## src/rtl/rv_mc_ctrl.sv

```systemverilog
// Multicycle RV32I main control FSM: sequences fetch/decode/execute/mem/writeback and drives datapath selects.
// Optional MEM_HANDSHAKE_EN: FETCH/MEMREAD/MEMWRITE stall on mem_ready; undefined means single-cycle memory.
module rv_mc_ctrl #(
  parameter logic [3:0] RESET_STATE = 4'd0
) (
  input  logic       clk,
  input  logic       rst_n,
  input  logic [6:0] opcode,
  input  logic       zero,
  input  logic       mem_ready,
  output logic       pc_write,
  output logic       adr_src,
  output logic       mem_write,
  output logic       ir_write,
  output logic [1:0] result_src,
  output logic [1:0] alu_src_a,
  output logic [1:0] alu_src_b,
  output logic [1:0] aluop,
  output logic       reg_write,
  output logic       illegal
);

  typedef enum logic [3:0] {
    FETCH    = 4'd0,
    DECODE   = 4'd1,
    MEMADR   = 4'd2,
    MEMREAD  = 4'd3,
    MEMWB    = 4'd4,
    MEMWRITE = 4'd5,
    EXECR    = 4'd6,
    EXECI    = 4'd7,
    ALUWB    = 4'd8,
    BRANCH   = 4'd9,
    JAL      = 4'd10,
    AUIPC    = 4'd11,
    TRAP     = 4'd12
  } state_t;

  state_t state, state_nxt;
  logic   mem_ok;
  logic   pc_update, branch, ir_en, mem_en, reg_en;
  logic   illegal_q;

`ifdef MEM_HANDSHAKE_EN
  assign mem_ok = mem_ready;
`else
  logic unused_mem_ready;
  assign unused_mem_ready = mem_ready;
  assign mem_ok = 1'b1;
`endif

  always_ff @(posedge clk or negedge rst_n) begin
    if (!rst_n) begin
      state     <= state_t'(RESET_STATE);
      illegal_q <= 1'b0;
    end else begin
      state     <= state_nxt;
      illegal_q <= illegal_q | (state_nxt == TRAP);
    end
  end

  always_comb begin
    state_nxt  = FETCH;
    pc_update  = 1'b0;
    branch     = 1'b0;
    ir_en      = 1'b0;
    mem_en     = 1'b0;
    reg_en     = 1'b0;
    adr_src    = 1'b0;
    result_src = 2'b00;
    alu_src_a  = 2'b00;
    alu_src_b  = 2'b00;
    aluop      = 2'b00;
    case (state)
      FETCH: begin
        ir_en      = 1'b1;
        pc_update  = 1'b1;
        alu_src_b  = 2'b10;
        result_src = 2'b10;
        state_nxt  = mem_ok ? DECODE : FETCH;
      end
      DECODE: begin
        // Precompute branch/jal target into ALUOut while the opcode is decoded
        alu_src_a = 2'b01;
        alu_src_b = 2'b01;
        case (opcode)
          7'b0000011, 7'b0100011: state_nxt = MEMADR;
          7'b0110011:             state_nxt = EXECR;
          7'b0010011:             state_nxt = EXECI;
          7'b1100011:             state_nxt = BRANCH;
          7'b1101111:             state_nxt = JAL;
          7'b0010111:             state_nxt = AUIPC;
          default:                state_nxt = TRAP;
        endcase
      end
      MEMADR: begin
        alu_src_a = 2'b10;
        alu_src_b = 2'b01;
        state_nxt = opcode[5] ? MEMWRITE : MEMREAD;
      end
      MEMREAD: begin
        adr_src   = 1'b1;
        state_nxt = mem_ok ? MEMWB : MEMREAD;
      end
      MEMWB: begin
        result_src = 2'b01;
        reg_en     = 1'b1;
      end
      MEMWRITE: begin
        adr_src   = 1'b1;
        mem_en    = 1'b1;
        state_nxt = mem_ok ? FETCH : MEMWRITE;
      end
      EXECR: begin
        alu_src_a = 2'b10;
        aluop     = 2'b10;
        state_nxt = ALUWB;
      end
      EXECI: begin
        alu_src_a = 2'b10;
        alu_src_b = 2'b01;
        aluop     = 2'b10;
        state_nxt = ALUWB;
      end
      ALUWB: begin
        reg_en = 1'b1;
      end
      BRANCH: begin
        alu_src_a = 2'b10;
        aluop     = 2'b10;
        branch    = 1'b1;
      end
      JAL: begin
        // PC takes the target already in ALUOut; ALU forms oldPC+4 for the link
        alu_src_a = 2'b01;
        alu_src_b = 2'b10;
        pc_update = 1'b1;
        state_nxt = ALUWB;
      end
      AUIPC: begin
        alu_src_a = 2'b01;
        alu_src_b = 2'b01;
        aluop     = 2'b10;
        state_nxt = ALUWB;
      end
      TRAP:    state_nxt = TRAP;
      default: state_nxt = FETCH;
    endcase
  end

  // Enables are forced low while reset is held so nothing is written mid-reset
  assign pc_write  = rst_n & (pc_update | (branch & zero));
  assign ir_write  = rst_n & ir_en;
  assign mem_write = rst_n & mem_en;
  assign reg_write = rst_n & reg_en;
  assign illegal   = illegal_q;

endmodule
```

## config.mk

```make
export PLATFORM = sky130hd
export DESIGN_NAME = rv_mc_ctrl
export DESIGN_NICKNAME = d
export VERILOG_FILES = /design/src/rtl/rv_mc_ctrl.sv
export SDC_FILE = /design/constraint.sdc
export NUM_CORES = 1
export LEC_CHECK = 0
export CAP_MARGIN = 20
export CORE_MARGIN = 8
export CORE_UTILIZATION = 30
export CTS_BUF_LIST = sky130_fd_sc_hd__clkbuf_4
export DETAILED_ROUTE_END_ITERATION = 6
export DONT_BUFFER_PORTS = 1
export GPL_TIMING_DRIVEN = 0
export PLACE_DENSITY = 0.47
export SLEW_MARGIN = 20
export SYNTH_ARGS = -nofsm -noshare
export SYNTH_HDL_FRONTEND = slang
export SYNTH_SLANG_ARGS = --single-unit
```

## constraint.sdc

```tcl
create_clock -name clk -period 2.3 [get_ports clk]
set_clock_uncertainty 0.05 [all_clocks]
set_input_delay 0.46 -clock clk [delete_from_list [all_inputs] [get_ports clk]]
set_output_delay 0.46 -clock clk [all_outputs]
set_load 0.02 [all_outputs]
```

==> impl_metrics.toml <==
[run_status]
outcome = "finished clean"

[power]
comb_power_share = 0.683
p_sw_mw = 0.376
powerDensity_nw_per_um2 = 1230
peakVddDrop_uv = 414
sequentialPowerShare = 0.163
total_power_mw = 0.728
total_leakage_power_nw = 0.241
switching_share = 0.517
clkPwrFrac = 0.154
p_int_mw = 0.352

[routing]
drt_iter0_drc = 3
first_pass_iters = 4
routed_wl_mm = 1.39
drc_errors = 0
route.vias.total = 499
drtAntennaViolNets = 0
via_per_inst = 5.61
avgRoutedWirePerCell_um = 15.6

[critical_path]
crit_arrival_ns = 1.62
crit_family = "simple AND/OR/NAND/NOR gates"
crit_type = "flop to output pin"
crit_path_end_kind = "output pin"
critPathLaunchType = "flop"
crit_buf_inv = 1
worstPathMaxFanout = 10
crit_chain = "buf_2 -> or2_4 -> nor3_4 -> and2_4"
required_ns = 1.79
crit_path_max_incr_delay_ns = 0.34
crit_slowest_cell = "dfrtp_1"

[sta]
slew_viol_final = 0
period_minus_slack_ns = 2.13
finalHoldViolCount = 0
slew_headroom = 0.615
worst_pin_slew_ns = 0.572
finalCritPeriodShare = 0.928
setup_tns_ns = 0
fmax_mhz = 468
rsz0062_at_grt = "no"
setup_viol = 0

[yosys]
avgSynthCellArea_um2 = 7.25
syn_nets = 80
yosys_warnings = 0
synth_top_area_frac = 0.250
async_reset_ff_frac = 1.00
synth_area_leader_cell = "dfrtp_1"
netlist_area_um2 = 500
synth_edf_count = 0
yosysSeqAreaShare = 0.250
synth_flop_cell = "dfrtp_1"
synthTopCellsByArea = "dfrtp_1 (25%), nor2b_1 (5.0%), o21ai_0 (5.0%)"
synthCells = 69
synth_cell_types = 34
synth-seq-cells = 5

[placed_design]
dp.cells = 85
dp_hpwl_mm = 1.09
gp_congestion = 0.675
io_buffers = 0

[grt]
grt_usage = 0.0926
first_global_vias = 549
antenna_found_initial = 0
grt_pass1_wl_mm = 2.51
overflow = 0
grt_max_degree = 11

[clock_network]
clkLatencyLatePin_ns = 0.24
cts_made_buffers = 3
clk_path_buf_depth = 2
postCtsSetupBuffers = 0
root_buffer = "clkbuf_4"
clkTransAtPathRegs_ns = 0.04
cts_sinks = 5
cts_tree = "built"
htreeDepth = 1

[floorplanning]
fp-row-count = 14
io-pin-count = 25
core_area_um2 = 1540
start_util = 0.325
die_area_um2 = 3230
die_h_um = 56.8
die_width_um = 56.8

[flow_run]
maxCapViolations = 0

[final_layout]
fin_cells = 89
nFillCells = 182
drive_gt1_frac = 0.219
nets = 85
syn_to_final_growth_pct = 18.3
antenna_cells = 0

[min_path]
min_path_type = "primary input to flop"
[layer usage]
layer | track usage | vias to the layer above | part of all wire
met2 | 0.146 | 21 | 0.46
li1 | - | 252 | -
met3 | 0.0607 | 0 | 0.12
met1 | 0.102 | 226 | 0.42
met5 | 0 | - | 0
met4 | 0.0201 | 0 | 0
[worst paths after layout]
| path | cells past startpoint | from | slack (ns) | end |
|---|---|---|---|---|
| max in group asynchronous | 1 | rst_n | 1.54 | illegal$_DFF_PN0_ |
| min in group asynchronous | 1 | rst_n | 0.46 | state[1]$_DFF_PN0_ |
| min | 1 | opcode[5] | 0.28 | state[1]$_DFF_PN0_ |
| min reg2reg | 1 | illegal$_DFF_PN0_ | 0.55 | illegal$_DFF_PN0_ |
| max reg2reg | 6 | state[2]$_DFF_PN0_ | 0.51 | illegal$_DFF_PN0_ |
| max | 4 | state[2]$_DFF_PN0_ | 0.17 | ir_write |
[timing repair]
action / 4_1_cts / 5_1_grt
pin swaps: 0 / 1
resized for setup: 5 / 7
setup endpoints to repair: 4 / 5
hold buffers: 1 / 0
endpoints found under the hold margin: 5 / 0
[power groups by stage]
stage                     logic [mW]  clock network (mW)  registers (mW)
after floorplan                0.375                   0           0.119
after global placement         0.439                   0           0.121
after detailed placement       0.443                   0           0.120
after CTS                      0.485               0.117           0.119
after global routing           0.562               0.126           0.121
final                          0.497               0.112           0.119
[synthesized netlist by cell type, types with 2 or more instances]
| cell type | instances |
|---|---|
| clkbuf_1 | 2 |
| xor2_1 | 2 |
| and2_1 | 2 |
| nand2b_1 | 3 |
| inv_1 | 2 |
| buf_2 | 2 |
| nor2b_1 | 4 |
| dfrtp_1 | 5 |
| and3_1 | 2 |
| nor4_1 | 3 |
| nor3_1 | 3 |
| a21oi_1 | 2 |
| nor2_1 | 6 |
| o21ai_0 | 5 |
| nand2_1 | 5 |
| nand3_1 | 3 |
[layout by cell type (no fill, tap or decap), drive strengths merged, types with 3 or more instances in the layout]
master  count
o21ai       5
nor2b       4
nand3       3
nor3        3
dfrtp       5
nand2b      3
clkbuf      6
nand2       5
nor4        3
nor2        6
buf         3
[state kept, by name, indices dropped and copies added (netlist names)]
| name | count |
|---|---|
| illegal | 1 |
| state | 4 |
[metrics by stage]
step | hold slack [ns] | cell area, um^2 | setup WS [ns] | util
after floorplan | 0.114 | 500 | 0.0963 | -
after global placement | 0.115 | 520 | -0.0817 | 0.338
after detailed placement | 0.115 | 520 | -0.0708 | 0.338
after CTS | 0.274 | 588 | -0.0440 | 0.381
after global routing | 0.268 | 592 | 0.0142 | 0.384
final | 0.276 | 592 | 0.165 | 0.384
[final cells by class]
cell class                 count  area [um^2]  area share
tap                           16         20.0      0.0338
clock buffer                   4         30.0      0.0507
buffer                         5         27.5      0.0465
inverter                       2         7.51      0.0127
timing repair buffer           1         10.0      0.0169
multi-input combinational     56          372       0.628
sequential                     5          125       0.211
[worst register-to-register path, stage by stage, from the launching register on]
cell and delay [ns]:
dfrtp_1 0.34, buf_2 0.19, or2_4 0.31, nor2b_1 0.25, nor4b_1 0.28, a311o_1 0.19
a21o_1 0.12
[kinds of logic (layout without fill, tap and decap cells)]
family          count (synthesis)  in the layout  share of synthesized area
simple gates                   37             37                      0.415
mux                             1              1                     0.0225
xor+xnor                        3              3                     0.0525
flops                           5              5                      0.250
other cells                     1              1                    0.00749
compound gates                 14             14                      0.180
buf+inv                         8             12                     0.0725
No activity file was read; power rests on OpenSTA's default activity.
